### config.mk
export PLATFORM = sky130hd
export DESIGN_NAME = brcomp_seq
export DESIGN_NICKNAME = d
export VERILOG_FILES = /design/src/rtl/brcomp_seq.sv
export SDC_FILE = /design/constraint.sdc
export NUM_CORES = 1
export LEC_CHECK = 0
export ABC_AREA = 1
export BUFFER_PORTS_ARGS = -buffer_cell sky130_fd_sc_hd__buf_2
export CAP_MARGIN = 25
export CORE_MARGIN = 3
export CORE_UTILIZATION = 45
export DETAILED_ROUTE_END_ITERATION = 10
export PLACE_DENSITY = 0.69
export SYNTH_ARGS = -nofsm -noshare
export SYNTH_HDL_FRONTEND = slang
export SYNTH_SLANG_ARGS = --single-unit
### constraint.sdc
create_clock -name clk_i -period 4.8 [get_ports clk_i]
set_input_delay 0.72 -clock clk_i [delete_from_list [all_inputs] [get_ports clk_i]]
set_output_delay 0.72 -clock clk_i [all_outputs]
set_load 0.02 [all_outputs]
### src/rtl/brcomp_seq.sv
// brcomp_seq: multi-cycle branch comparator.
// Compares two WIDTH-bit operands SLICE bits per cycle, starting at the most
// significant slice, and stops at the first slice that differs. Signed ops
// flip the sign bit of both operands at capture, so every slice compare can
// stay unsigned. Results are held in registers until the next operation ends.
//
// Ports:
//   clk_i, rst_ni          clock (rising edge), asynchronous active-low reset
//   req_valid_i/ready_o    request handshake (ready only while idle)
//   rs1_data_i, rs2_data_i operands A and B
//   br_op_i                RISC-V branch funct3
//   rsp_valid_o/ready_i    response handshake (valid only while done)
//   br_less_o, br_equal_o  A < B (signed/unsigned per op), A == B
//   br_taken_o             branch condition true
//   br_illegal_o           funct3 was 010 or 011
//   busy_o                 an operation is in flight or awaiting acceptance
module brcomp_seq #(
   parameter int WIDTH = 32,
   parameter int SLICE = 8
) (
   input  logic             clk_i,
   input  logic             rst_ni,
   input  logic             req_valid_i,
   output logic             req_ready_o,
   input  logic [WIDTH-1:0] rs1_data_i,
   input  logic [WIDTH-1:0] rs2_data_i,
   input  logic [2:0]       br_op_i,
   output logic             rsp_valid_o,
   input  logic             rsp_ready_i,
   output logic             br_less_o,
   output logic             br_equal_o,
   output logic             br_taken_o,
   output logic             br_illegal_o,
   output logic             busy_o
);

   localparam int NSLICE = WIDTH / SLICE;
   localparam int IDXW   = (NSLICE > 1) ? $clog2(NSLICE) : 1;

   typedef enum logic [1:0] {IDLE, BUSY, DONE} state_t;

   state_t           state, state_nxt;
   logic [IDXW-1:0]  idx, idx_nxt;
   logic [WIDTH-1:0] a_op, b_op;
   logic [2:0]       op;
   logic             less, equal, taken, illegal;
   logic             less_nxt, equal_nxt, taken_nxt, illegal_nxt;
   logic [SLICE-1:0] a_sl, b_sl;
   logic             slice_diff;
   logic             is_signed;

   // Flipping the sign bit maps two's-complement order onto unsigned order.
   function automatic logic [WIDTH-1:0] bias(input logic [WIDTH-1:0] v,
                                             input logic sgn);
      logic [WIDTH-1:0] r;
      r = v;
      r[WIDTH-1] = v[WIDTH-1] ^ sgn;
      return r;
   endfunction

   function automatic logic taken_of(input logic [2:0] f3, input logic lt,
                                     input logic eq);
      logic t;
      case (f3)
         3'b000:          t = eq;
         3'b001:          t = ~eq;
         3'b100, 3'b110:  t = lt;
         3'b101, 3'b111:  t = ~lt;
         default:         t = 1'b0;
      endcase
      return t;
   endfunction

   assign is_signed  = br_op_i[2] & ~br_op_i[1];
   assign a_sl       = a_op[int'(idx)*SLICE +: SLICE];
   assign b_sl       = b_op[int'(idx)*SLICE +: SLICE];
   assign slice_diff = (a_sl != b_sl);

   assign req_ready_o  = (state == IDLE);
   assign rsp_valid_o  = (state == DONE);
   assign busy_o       = (state != IDLE);
   assign br_less_o    = less;
   assign br_equal_o   = equal;
   assign br_taken_o   = taken;
   assign br_illegal_o = illegal;

   always_ff @(posedge clk_i or negedge rst_ni) begin
      if (!rst_ni) begin
         state   <= IDLE;
         idx     <= '0;
         less    <= 1'b0;
         equal   <= 1'b0;
         taken   <= 1'b0;
         illegal <= 1'b0;
      end else begin
         state   <= state_nxt;
         idx     <= idx_nxt;
         less    <= less_nxt;
         equal   <= equal_nxt;
         taken   <= taken_nxt;
         illegal <= illegal_nxt;
      end
   end

   // Operand capture needs no reset: it is only read after an accept.
   always_ff @(posedge clk_i) begin
      if (state == IDLE && req_valid_i) begin
         a_op <= bias(rs1_data_i, is_signed);
         b_op <= bias(rs2_data_i, is_signed);
         op   <= br_op_i;
      end
   end

   always_comb begin
      state_nxt   = state;
      idx_nxt     = idx;
      less_nxt    = less;
      equal_nxt   = equal;
      taken_nxt   = taken;
      illegal_nxt = illegal;
      case (state)
         IDLE: begin
            if (req_valid_i) begin
               state_nxt = BUSY;
               idx_nxt   = IDXW'(NSLICE - 1);
            end
         end
         BUSY: begin
            // The first differing slice from the top decides the order;
            // reaching slice 0 without a difference means equal.
            if (slice_diff || idx == '0) begin
               state_nxt   = DONE;
               less_nxt    = slice_diff & (a_sl < b_sl);
               equal_nxt   = ~slice_diff;
               taken_nxt   = taken_of(op, less_nxt, equal_nxt);
               illegal_nxt = (op[2:1] == 2'b01);
            end else begin
               idx_nxt = idx - IDXW'(1);
            end
         end
         DONE: begin
            if (rsp_ready_i) state_nxt = IDLE;
         end
         default: state_nxt = IDLE;
      endcase
   end

endmodule

==> out/results.md, run 1 <==
| Group | Metric | Reported |
|:---|:---|:---|
| cells and area | Area of all placed cells without fillers | 3800 µm² |
| cells and area | Ant diodes | 0 |
| synth | Average cell area after synthesis | 13.0 µm² |
| grt | Remaining global-route overflow | 0 |
| floorplanning | Die outline height | 89.4 µm |
| timing | Worst clock skew on the final layout | 0.0114 ns |
| cells and area | Leading cell type in the layout, fill and taps excluded | sky130_fd_sc_hd__buf_2 |
| floorplanning | Effective utilization at floorplan | 48.0% |
| floorplanning | Floorplan row count | 29 |
| timing | Fin. Hold Viols | 0 |
| floorplanning | Std-Cell Core Area | 6530 µm² |
| detailed routing | Detailed router's first-iteration violation count | 120 |
| detailed routing | Number of remaining DRC errors | 0 |
| clock network | Number of CTS-inserted buffers | 9 |
| grt | Number of global-route vias before repair | 1932 |
| outcome | Result of the run | complete, no violations |
| detailed routing | Number of detailed-routing iterations run before antenna repair | 4 |
| clock network | Clock transition at the registers of the reported paths | 0.07 ns |
| synth | Synth unique cells | 26 |
| cells and area | Post-synthesis to final-layout area growth | 21.2% |
| clock network | Post-CTS setup buffer count | 0 |
| synth | Syn Std Cell Area | 3130 µm² |
| detailed routing | Post-DRT Antenna Nets | 0 |
| synth | Async SR Flop Fraction | 10.7% |
| synth | Number of register bits inferred by synthesis | 75 |
| pwr | Largest vdd supply drop | 0.249 mV |
| clock network | CTS H-Tree Depth | 3 |
| timing | Final worst setup slack | 2.44 ns |
| timing | Final TNS setup | 0 ns |
| timing | RSZ-0062 raised after global routing | no |
| detailed routing | Detailed-route vias per instance | 5.01 |
| place | Gpl congestion | 0.801 |
| timing | Max-Slew Margin vs Limit | 62.4% |
| timing | Finish-stage setup viols | 0 |
| synth | Post-synth EDFFs | 67 |
| timing | Transition time at the pin with the least slew margin | 0.563 ns |
| detailed routing | Detailed-route via count | 2028 |
| clock network | Hold bufs inserted after CTS | 0 |
| cells and area | Post-layout util | 58.1% |
| critical path | Startpoint-to-endpoint class of the critical path | register to register |
| grt | Number of antenna violations at the first check in global routing | 0 |
| pwr | Static leakage | 1.54 nW |
| place | Final HPWL DP | 3850 µm |
| detailed routing | Aggregate routed wire length | 5700 µm |
| cells and area | Share of final-layout standard cells stronger than drive strength 1 | 32.9% |
| synth | Synth warn | 0 |
| critical path | CP max FO | 26 |
| critical path | Req. time, crit path | 5.03 ns |
| place | Placed Area | 3580 µm² |
| floorplanning | Die Area | 8000 µm² |
| timing | Final max-slew violation count | 0 |
| cells and area | Post-layout net count | 403 |
| run | Number of max-capacitance violations reported | 0 |
| grt | GRT Util Overall | 15.6% |
| clock network | Clock insertion delay at the later pin of the skew report | 0.35 ns |
| min path | Tightest Hold Check Type | input pin to asynchronous set/reset pin |
| synth | Post-Syn Nets | 321 |
| grt | Largest net degree at the start of global routing | 39 |
| critical path | Type of destination of the critical path | register |
| synth | Register area share after synthesis | 70.6% |
| clock network | Clock tree from TritonCTS | done |
| floorplanning | Width of the chip | 89.4 µm |
| detailed routing | Wirelength per Cell | 14.1 µm |
| floorplanning | Number of top-level pins | 78 |
| critical path | CP Launch Type | register |
| place | Number of port buffers | 77 |
| synth | Number of instances in the synthesized netlist | 241 |
| clock network | Clk Tree Root Cell | sky130_fd_sc_hd__clkbuf_8 |
| timing | Part of the cycle the worst path needs | 49.3% |
| clock network | Resized cells post-CTS | 0 |
| timing | Minimum clock period after layout | 2.36 ns |
| clock network | Clock Sink Count | 75 |
| grt | First-pass GRT wire length | 8980 µm |
| synth | Most common flop cell mapped by yosys | sky130_fd_sc_hd__edfxtp_1 |
| clock network | Number of buffers on the longest clock path | 2 |
| critical path | Critical path data arrival time | 2.60 ns |
| place | Placement Setup Slack | 2.20 ns |
| cells and area | Most used cells in the layout excluding fill and tap cells | 77 x sky130_fd_sc_hd__buf_2, 67 x sky130_fd_sc_hd__edfxtp_1, 44 x sky130_fd_sc_hd__nand2_1 |
| timing | Peak clock frequency supported by timing | 423 MHz |
| pwr | Power Dens Cells | 534 nW/µm² |
[path summary, 6_finish.rpt]
path	from	end	slack [ns]	depth (start not counted)
worst max-delay path	idx[1]	br_taken_o	2.44	14
worst min-delay path	rst_ni	br_less_o	0.21	1
worst max register to register	idx[1]	br_taken_o	2.44	14
worst min register to register	br_equal_o	br_equal_o	0.48	2
max in group asynchronous	rst_ni	idx[1]	4.42	1
min in group clk_i	br_equal_o	br_equal_o	0.48	2
[per-layer routing]
layer | up-vias | GRT usage, % | part of all wire [%]
li1 | 1029 | - | -
met1 | 931 | 19.8 | 44
met2 | 59 | 24.0 | 48
met3 | 9 | 6.27 | 5.9
met4 | 0 | 5.95 | 1.7
met5 | - | 0 | 0
[layout make-up]
type                       count  area (µm²)
inverter                      15        56.3
fill                         536        2730
clock inverter                 6        71.3
tap                           77        96.3
sequential                    75        2210
multi-input combinational    142         813
clock buffer                  10         128
timing repair buffer          80         420
[through the flow]
step                total power [mW]  hold WS (ns)  std cells
global route                    2.19         0.194        405
CTS                             2.05         0.197        404
global placement                1.55         0.461        388
floorplan                       1.41         0.424        241
detailed placement              1.56         0.469        388
finish                          2.03         0.213        405
[sequential cells by signal (all words and copies together) (netlist names), 2 cells and up]
| signal | count |
|---|---|
| a_op | 32 |
| b_op | 32 |
| idx | 2 |
| op | 3 |
| state | 2 |
[cells in the mapped netlist, types with 2 or more instances]
cell	instances	area [µm²]
sky130_fd_sc_hd__edfxtp_1	67	2010
sky130_fd_sc_hd__buf_2	6	30.0
sky130_fd_sc_hd__nor2_4	2	22.5
sky130_fd_sc_hd__nand2_2	2	12.5
sky130_fd_sc_hd__dfrtp_1	8	200
sky130_fd_sc_hd__inv_2	3	11.3
sky130_fd_sc_hd__nor2_2	2	12.5
sky130_fd_sc_hd__o22ai_1	8	50.1
sky130_fd_sc_hd__nand3_1	2	10.0
sky130_fd_sc_hd__o21ai_0	19	95.1
sky130_fd_sc_hd__ha_1	9	113
sky130_fd_sc_hd__a21oi_1	14	70.1
sky130_fd_sc_hd__xnor2_1	2	17.5
sky130_fd_sc_hd__nand2_1	44	165
sky130_fd_sc_hd__o21ai_1	2	10.0
sky130_fd_sc_hd__nor2_1	23	86.3
sky130_fd_sc_hd__inv_1	12	45.0
sky130_fd_sc_hd__a32o_1	8	80.1
[where the power goes]
part           internal [mW]  switching [mW]
Combinational          0.231           0.385
Sequential             0.884          0.0523
Clock                  0.244           0.230
[worst max-delay path: stages (launching register included)]
cell	delay [ns]
sky130_fd_sc_hd__dfrtp_1	0.48
sky130_fd_sc_hd__inv_2	0.38
sky130_fd_sc_hd__o21ai_0	0.16
sky130_fd_sc_hd__o22ai_1	0.21
sky130_fd_sc_hd__ha_1	0.28
sky130_fd_sc_hd__nand2_1	0.11
sky130_fd_sc_hd__nor2_4	0.05
sky130_fd_sc_hd__nand2_4	0.10
sky130_fd_sc_hd__nand2_1	0.06
sky130_fd_sc_hd__nor2_1	0.13
sky130_fd_sc_hd__nand2_1	0.08
sky130_fd_sc_hd__nand2_1	0.06
sky130_fd_sc_hd__nand3_1	0.06
sky130_fd_sc_hd__nand2_1	0.06
sky130_fd_sc_hd__nand2_1	0.04
[cells by family after synthesis]
family          Yosys count  share of synthesized area, %
flops                    75                          70.6
fa+ha+maj                 9                          3.59
xor+xnor                  2                         0.559
simple gates             78                          11.0
buf+inv                  24                          3.67
compound gates           53                          10.6
Note: power is estimated with default switching activity, not from simulation.
==> run 2, diff against run 1 <==
Clock period 4.8 ns to 2.5 ns, I/O delays scaled along.
==> run 2 against run 1 <==
Compared with the run above: sequential share of layout area is 0.57 points lower; first-iteration DRC count fell by 13%; total power increased by 95%; highest routed layer unchanged; non-clock buffer count rose by 3; setup slack got worse by 2.1 ns; clock skew shrank 0.0034 ns; worst hold slack worse by 0.0011 ns; maximum frequency is 7.1% higher; critical endpoint unchanged; sequential cell count unchanged.
==> out/results.md, run 2 (synthesis gave the netlist of run 1 again) <==
| Group | Metric | Reported | Delta |
|:---|:---|:---|:---|
| critical path | Flop-to-flop setup slack | 0.29 ns | was 2.44 ns |
| grt | Number of antenna violations at the first check in global routing | 0 | unchanged |
| floorplanning | Number of top-level pins | 78 | unchanged |
| detailed routing | Detailed router's first-iteration violation count | 105 | was 120 |
| cells and area | Share of final-layout standard cells stronger than drive strength 1 | 33.3% | was 32.9% |
| critical path | Number of cells on the worst reg-to-reg path | 14 | unchanged |
| clock network | Number of CTS-inserted buffers | 9 | unchanged |
| pwr | Power after layout | 3.95 mW | was 2.03 mW |
| critical path | R2r endpoint | br_taken_o | unchanged |
| critical path | Req. time, crit path | 2.72 ns | was 5.03 ns |
| critical path | Startpoint of the worst-slack reg-to-reg timing path | idx[1] | unchanged |
| critical path | CP max FO | 26 | unchanged |
| place | Placed Area | 3610 µm² | was 3580 µm² |
| critical path | Critical path data arrival time | 2.43 ns | was 2.60 ns |
| timing | Finish-stage setup viols | 0 | unchanged |
| timing | RSZ-0062 raised after global routing | no | unchanged |
| grt | Number of global-route vias before repair | 1884 | was 1932 |
| timing | Part of the cycle the worst path needs | 88.3% | was 49.3% |
| pwr | Static leakage | 1.57 nW | was 1.54 nW |
| clock network | Clk Tree Root Cell | sky130_fd_sc_hd__clkbuf_8 | unchanged |
| critical path | Launch point of the critical path | idx[1] | unchanged |
| clock network | CTS H-Tree Depth | 3 | unchanged |
| cells and area | Top flop regs | a_op (32), b_op (32), op (3) | unchanged |
| timing | Final TNS setup | 0 ns | unchanged |
| grt | GRT Util Overall | 15.1% | was 15.6% |
| run | Number of max-capacitance violations reported | 0 | unchanged |
| detailed routing | Post-DRT Antenna Nets | 0 | unchanged |
| timing | Tightest hold margin | 0.212 ns | was 0.213 ns |
| grt | First-pass GRT wire length | 8780 µm | was 8980 µm |
| critical path | Type of destination of the critical path | register | unchanged |
| floorplanning | Width of the chip | 89.4 µm | unchanged |
| clock network | Clock insertion delay at the later pin of the skew report | 0.33 ns | was 0.35 ns |
| place | Gpl congestion | 0.848 | was 0.801 |
| detailed routing | Detailed-route via count | 2020 | was 2028 |
| detailed routing | Number of remaining DRC errors | 0 | unchanged |
| clock network | Clock transition at the registers of the reported paths | 0.07 ns | about the same |
| clock network | Clock Sink Count | 75 | unchanged |
| place | Final HPWL DP | 4040 µm | was 3850 µm |
| pwr | Largest vdd supply drop | 0.478 mV | was 0.249 mV |
| timing | Fin. Hold Viols | 0 | unchanged |
| detailed routing | Number of detailed-routing iterations run before antenna repair | 4 | unchanged |
| cells and area | Most used cells in the layout excluding fill and tap cells | 77 x sky130_fd_sc_hd__buf_2, 67 x sky130_fd_sc_hd__edfxtp_1, 44 x sky130_fd_sc_hd__nand2_1 | unchanged |
| outcome | Result of the run | complete, no violations | unchanged |
| detailed routing | Aggregate routed wire length | 5670 µm | was 5700 µm |
| cells and area | Post-layout util | 58.7% | was 58.1% |
| timing | Transition time at the pin with the least slew margin | 0.410 ns | was 0.563 ns |
| clock network | Number of buffers on the longest clock path | 2 | unchanged |
| clock network | Clock tree from TritonCTS | done | unchanged |
| floorplanning | Die Area | 8000 µm² | unchanged |
| cells and area | Ant diodes | 0 | unchanged |
| place | Number of port buffers | 77 | unchanged |
| floorplanning | Effective utilization at floorplan | 48.0% | unchanged |
| timing | Minimum clock period after layout | 2.21 ns | was 2.36 ns |
| timing | Worst clock skew on the final layout | 0.00799 ns | was 0.0114 ns |
| cells and area | Area of all placed cells without fillers | 3830 µm² | was 3800 µm² |
| grt | Remaining global-route overflow | 0 | unchanged |
| cells and area | Post-synthesis to final-layout area growth | 22.4% | was 21.2% |
| floorplanning | Std-Cell Core Area | 6530 µm² | unchanged |
| timing | Max-Slew Margin vs Limit | 72.6% | was 62.4% |
| timing | Final max-slew violation count | 0 | unchanged |
| cells and area | Leading cell type in the layout, fill and taps excluded | sky130_fd_sc_hd__buf_2 | unchanged |
| cells and area | Post-layout net count | 406 | was 403 |
| floorplanning | Die outline height | 89.4 µm | unchanged |
| min path | Tightest Hold Check Type | input pin to register | was input pin to asynchronous set/reset pin |
| critical path | Worst setup path end | br_taken_o | unchanged |
| critical path | Startpoint-to-endpoint class of the critical path | register to register | unchanged |
| detailed routing | Detailed-route vias per instance | 4.96 | was 5.01 |
| floorplanning | Floorplan row count | 29 | unchanged |
| detailed routing | Wirelength per Cell | 13.9 µm | was 14.1 µm |
| critical path | CP Launch Type | register | unchanged |
| grt | Largest net degree at the start of global routing | 69 | was 39 |
| pwr | Power Dens Cells | 1030 nW/µm² | was 534 nW/µm² |
| timing | Peak clock frequency supported by timing | 453 MHz | was 423 MHz |
run 2: power breakdown:
group | internal, mW | leakage (nW) | switching [mW]
Sequential | 1.70 | 0.727 | 0.0940
Clock | 0.549 | 0.103 | 0.397
Combinational | 0.456 | 0.738 | 0.749
run 2: worst max-delay path: stages, from the launching register on:
cell and delay (ns):
sky130_fd_sc_hd__dfrtp_1 0.39, sky130_fd_sc_hd__inv_2 0.32, sky130_fd_sc_hd__o21ai_0 0.21, sky130_fd_sc_hd__o22ai_2 0.19, sky130_fd_sc_hd__ha_1 0.27, sky130_fd_sc_hd__nand2_1 0.11
sky130_fd_sc_hd__nor2_4 0.04, sky130_fd_sc_hd__nand2_4 0.11, sky130_fd_sc_hd__nand2_1 0.06, sky130_fd_sc_hd__nor2_1 0.12, sky130_fd_sc_hd__nand2_1 0.08, sky130_fd_sc_hd__nand2_1 0.06
sky130_fd_sc_hd__nand3_1 0.06, sky130_fd_sc_hd__nand2_1 0.05, sky130_fd_sc_hd__nand2_1 0.05
run 2: how the worst min path moves through the flow:
stage / from / to / cells past startpoint
2_1_floorplan: rst_ni / br_equal_o / 0
3_3_place_gp: rst_ni / state[1] / 1
3_5_place_dp: rst_ni / state[1] / 1
4_1_cts: rs1_data_i[9] / a_op[9] / 1
5_1_grt: rs2_data_i[24] / b_op[24] / 1
6_report: rs1_data_i[17] / a_op[17] / 1
run 2: layout make-up:
class | instances | area (µm²)
Clock inverter | 6 | 81.3
Inverter | 15 | 56.3
Clock buffer | 9 | 124
Tap cell | 77 | 96.3
Multi-Input combinational cell | 142 | 820
Sequential cell | 75 | 2210
Timing Repair Buffer | 83 | 445
Fill cell | 545 | 2700
run 2: timing repair:
action / 4_1_cts / 5_1_grt
resized for setup: 0 / 1
hold buffers: 1 / 0
buffers inserted: 0 / 0
hold endpoints to repair: 8 / 0
setup endpoints to repair: 0 / 1
run 2: metrics by stage:
stage / setup slack, ns / std cells
4_1_cts: 0.253 / 407
3_5_place_dp: 0.269 / 391
2_1_floorplan: 0.136 / 241
6_report: 0.292 / 407
3_3_place_gp: 0.318 / 391
5_1_grt: 0.0182 / 407
run 2: metal layers:
metal	up-vias	wire [µm]	track usage (%)
met1	921	2480	19.8
met4	0	29	4.87
li1	1033	-	-
met5	-	0	0
met2	62	2800	23.0
met3	4	354	6.18
==> run 3, diff against run 2 <==
Settings changed: CORE_UTILIZATION 45 to 53, PLACE_DENSITY 0.69 to 0.8.
==> run 3 against run 2 <==
Compared with the run above: sequential power about the same; clock power down 12%; setup slack about the same; core utilization up 8.9 points; global-route usage up 3.2 points; design area down 1.1%; maximum frequency about the same; wire length up 3.7%; sequential share of layout area up 0.65 points; critical path depth unchanged; final cell count down 1.5%; combinational power up 3%; critical endpoint unchanged; largest cell class unchanged.
==> out/results.md, run 3 (synthesis gave the netlist of run 1 again) <==
| Group | Metric | Reported | Delta |
|:---|:---|:---|:---|
| clock network | Clock insertion delay at the later pin of the skew report | 0.35 ns | was 0.33 ns |
| critical path | R2r endpoint | br_taken_o | unchanged |
| detailed routing | Aggregate routed wire length | 5880 µm | was 5670 µm |
| critical path | Startpoint-to-endpoint class of the critical path | register to register | unchanged |
| grt | Largest net degree at the start of global routing | 69 | unchanged |
| cells and area | Ant diodes | 0 | unchanged |
| timing | Finish-stage setup viols | 0 | unchanged |
| clock network | Number of buffers on the longest clock path | 2 | unchanged |
| clock network | Clock Sink Count | 75 | unchanged |
| floorplanning | Effective utilization at floorplan | 55.9% | was 48.0% |
| cells and area | Leading cell type in the layout, fill and taps excluded | sky130_fd_sc_hd__buf_2 | unchanged |
| timing | Worst clock skew on the final layout | 0.00943 ns | was 0.00799 ns |
| clock network | Number of CTS-inserted buffers | 9 | unchanged |
| floorplanning | Die Area | 6870 µm² | was 8000 µm² |
| run | Number of max-capacitance violations reported | 0 | unchanged |
| critical path | Critical-path top delay cell | sky130_fd_sc_hd__dfrtp_1 | unchanged |
| place | Placed Area | 3590 µm² | was 3610 µm² |
| grt | First-pass GRT wire length | 9670 µm | was 8780 µm |
| critical path | Cell breakdown of the critical path | buf_6, nand2_1, a32o_1, ha_1, nand2_2, nor2_4, nand2_4, nand2_1, nor2_1, nand2_1, nand2_1, nand3_1, nand2_1, nand2_1 | was inv_2, o21ai_0, o22ai_2, ha_1, nand2_1, nor2_4, nand2_4, nand2_1, nor2_1, nand2_1, nand2_1, nand3_1, nand2_1, nand2_1 |
| timing | Minimum clock period after layout | 2.21 ns | about the same |
| cells and area | FILL cells | 431 | was 545 |
| grt | GRT Util Overall | 18.3% | was 15.1% |
| critical path | Launch point of the critical path | idx[0] | was idx[1] |
| detailed routing | Number of detailed-routing iterations run before antenna repair | 5 | was 4 |
| timing | Peak clock frequency supported by timing | 453 MHz | about the same |
| detailed routing | Detailed router's first-iteration violation count | 115 | was 105 |
| place | Final HPWL DP | 4090 µm | was 4040 µm |
| clock network | Post-CTS setup buffer count | 0 | unchanged |
| timing | Final worst setup slack | 0.292 ns | about the same |
| pwr | Largest vdd supply drop | 0.578 mV | was 0.478 mV |
| detailed routing | Post-DRT Antenna Nets | 0 | unchanged |
| pwr | Static leakage | 1.54 nW | was 1.57 nW |
| critical path | CP most frequent cell | sky130_fd_sc_hd__nand2_1 | unchanged |
| pwr | Power Dens Cells | 1020 nW/µm² | was 1030 nW/µm² |
| floorplanning | Die outline height | 82.9 µm | was 89.4 µm |
| timing | Final max-slew violation count | 0 | unchanged |
| cells and area | Post-layout net count | 404 | was 406 |
| critical path | Number of cells on the worst reg-to-reg path | 14 | unchanged |
| grt | Remaining global-route overflow | 0 | unchanged |
| timing | RSZ-0062 raised after global routing | no | unchanged |
| critical path | Flop-to-flop setup slack | 0.29 ns | about the same |
| timing | Transition time at the pin with the least slew margin | 0.348 ns | was 0.410 ns |
| timing | Final TNS setup | 0 ns | unchanged |
| critical path | Type of destination of the critical path | register | unchanged |
| critical path | Worst setup path end | br_taken_o | unchanged |
| timing | Max-Slew Margin vs Limit | 76.8% | was 72.6% |
| critical path | Startpoint of the worst-slack reg-to-reg timing path | idx[0] | was idx[1] |
| detailed routing | Wirelength per Cell | 14.7 µm | was 13.9 µm |
| floorplanning | Std-Cell Core Area | 5610 µm² | was 6530 µm² |
| timing | Part of the cycle the worst path needs | 88.3% | about the same |
| cells and area | Multi-input gate area | 813 µm² | was 820 µm² |
| grt | Number of antenna violations at the first check in global routing | 0 | unchanged |
| critical path | CP max FO | 34 | was 26 |
| critical path | Req. time, crit path | 2.73 ns | was 2.72 ns |
| cells and area | Post-synthesis to final-layout area growth | 21.0% | was 22.4% |
| floorplanning | Floorplan row count | 27 | was 29 |
| cells and area | Area of all placed cells without fillers | 3790 µm² | was 3830 µm² |
| timing | Tightest hold margin | 0.193 ns | was 0.212 ns |
| floorplanning | Width of the chip | 82.9 µm | was 89.4 µm |
| cells and area | Most used cells in the layout excluding fill and tap cells | 77 x sky130_fd_sc_hd__buf_2, 67 x sky130_fd_sc_hd__edfxtp_1, 44 x sky130_fd_sc_hd__nand2_1 | unchanged |
| min path | Tightest Hold Check Type | input pin to register | unchanged |
| clock network | Clock transition at the registers of the reported paths | 0.08 ns | was 0.07 ns |
| min path | Hold path start | rs2_data_i[1] | was rs1_data_i[17] |
| detailed routing | Number of remaining DRC errors | 0 | unchanged |
| timing | Fin. Hold Viols | 0 | unchanged |
| cells and area | Top flop regs | a_op (32), b_op (32), op (3) | unchanged |
| clock network | Clk Tree Root Cell | sky130_fd_sc_hd__clkbuf_8 | unchanged |
| cells and area | Share of final-layout standard cells stronger than drive strength 1 | 33.1% | was 33.3% |
| critical path | CP Launch Type | register | unchanged |
| clock network | CTS H-Tree Depth | 3 | unchanged |
| place | Number of port buffers | 77 | unchanged |
| place | Placement Setup Slack | 0.184 ns | was 0.269 ns |
| outcome | Result of the run | complete, no violations | unchanged |
| critical path | Critical path data arrival time | 2.44 ns | was 2.43 ns |
| floorplanning | Number of top-level pins | 78 | unchanged |
| critical path | Slowest Stage Delay on Critical Path | 0.41 ns | was 0.39 ns |
| cells and area | Area taken by flip-flops and latches | 2210 µm² | unchanged |
| detailed routing | Detailed-route vias per instance | 5.18 | was 4.96 |
| clock network | Clock tree from TritonCTS | done | unchanged |
| place | Gpl congestion | 0.788 | was 0.848 |
| grt | Number of global-route vias before repair | 2129 | was 1884 |
| detailed routing | Detailed-route via count | 2076 | was 2020 |
-- run 3: cell count changes in the layout (fill, tap and decap cells not counted), moves of 2 or more --
cell | previous run | this run
sky130_fd_sc_hd__bufinv_16 | 2 | 0
sky130_fd_sc_hd__buf_4 | 4 | 1
sky130_fd_sc_hd__inv_6 | 0 | 2
sky130_fd_sc_hd__inv_2 | 3 | 1
sky130_fd_sc_hd__clkinv_4 | 0 | 2
-- run 3: final cells by class --
type / count / share of cell area [%]
multi-input combinational: 142 / 21.4
clock inverter: 7 / 1.55
clock buffer: 9 / 3.27
tap: 72 / 2.38
timing repair buffer: 81 / 11.4
inverter: 15 / 1.58
sequential: 75 / 58.3
-- run 3: worst min-delay path by stage --
| stage | end | slack, ns | cells after the start |
|---|---|---|---|
| final | b_op[1] | 0.19 | 1 |
| after CTS | b_op[1] | 0.18 | 1 |
| after detailed placement | state[0] | 0.22 | 1 |
| after global routing | b_op[1] | 0.17 | 1 |
| after global placement | state[1] | 0.22 | 1 |
| after floorplan | br_equal_o | 0.08 | 0 |
-- run 3: metal layers --
metal  track usage (%)  vias to the layer above  wire length, µm
li1                  -                     1030                -
met1              22.4                      964             2320
met2              29.6                       75             3070
met3              7.34                        7              432
met4              6.39                        0               59
met5                 0                        -                0
-- run 3: power by group --
group          internal [mW]  switching (mW)  leakage, nW  total [mW]
clock                  0.375           0.462       0.0921       0.836
sequential              1.70          0.0969        0.727        1.80
combinational          0.459           0.782        0.725        1.24
-- run 3: timing repair --
item / 4_1_cts / 5_1_grt
endpoints found under the setup margin: 0 / 2
hold buffers: 1 / 0
gates resized for setup: 0 / 4
endpoints found under the hold margin: 8 / 0
-- run 3: per-stage QoR --
stage	util [%]	total power, mW	cells
after detailed placement	64.1	3.07	384
final	67.6	3.87	401
after global routing	67.6	4.15	401
after global placement	64.1	3.00	384
after floorplan	-	2.69	241
after CTS	67.5	3.91	401
-- run 3: worst max-delay path, delay by kind of cell, from the launching register on --
family,cells,cell delay (ns)
compound gates,1,0.26
flops,1,0.41
simple gates,11,0.85
buf+inv,1,0.27
fa+ha+maj,1,0.30
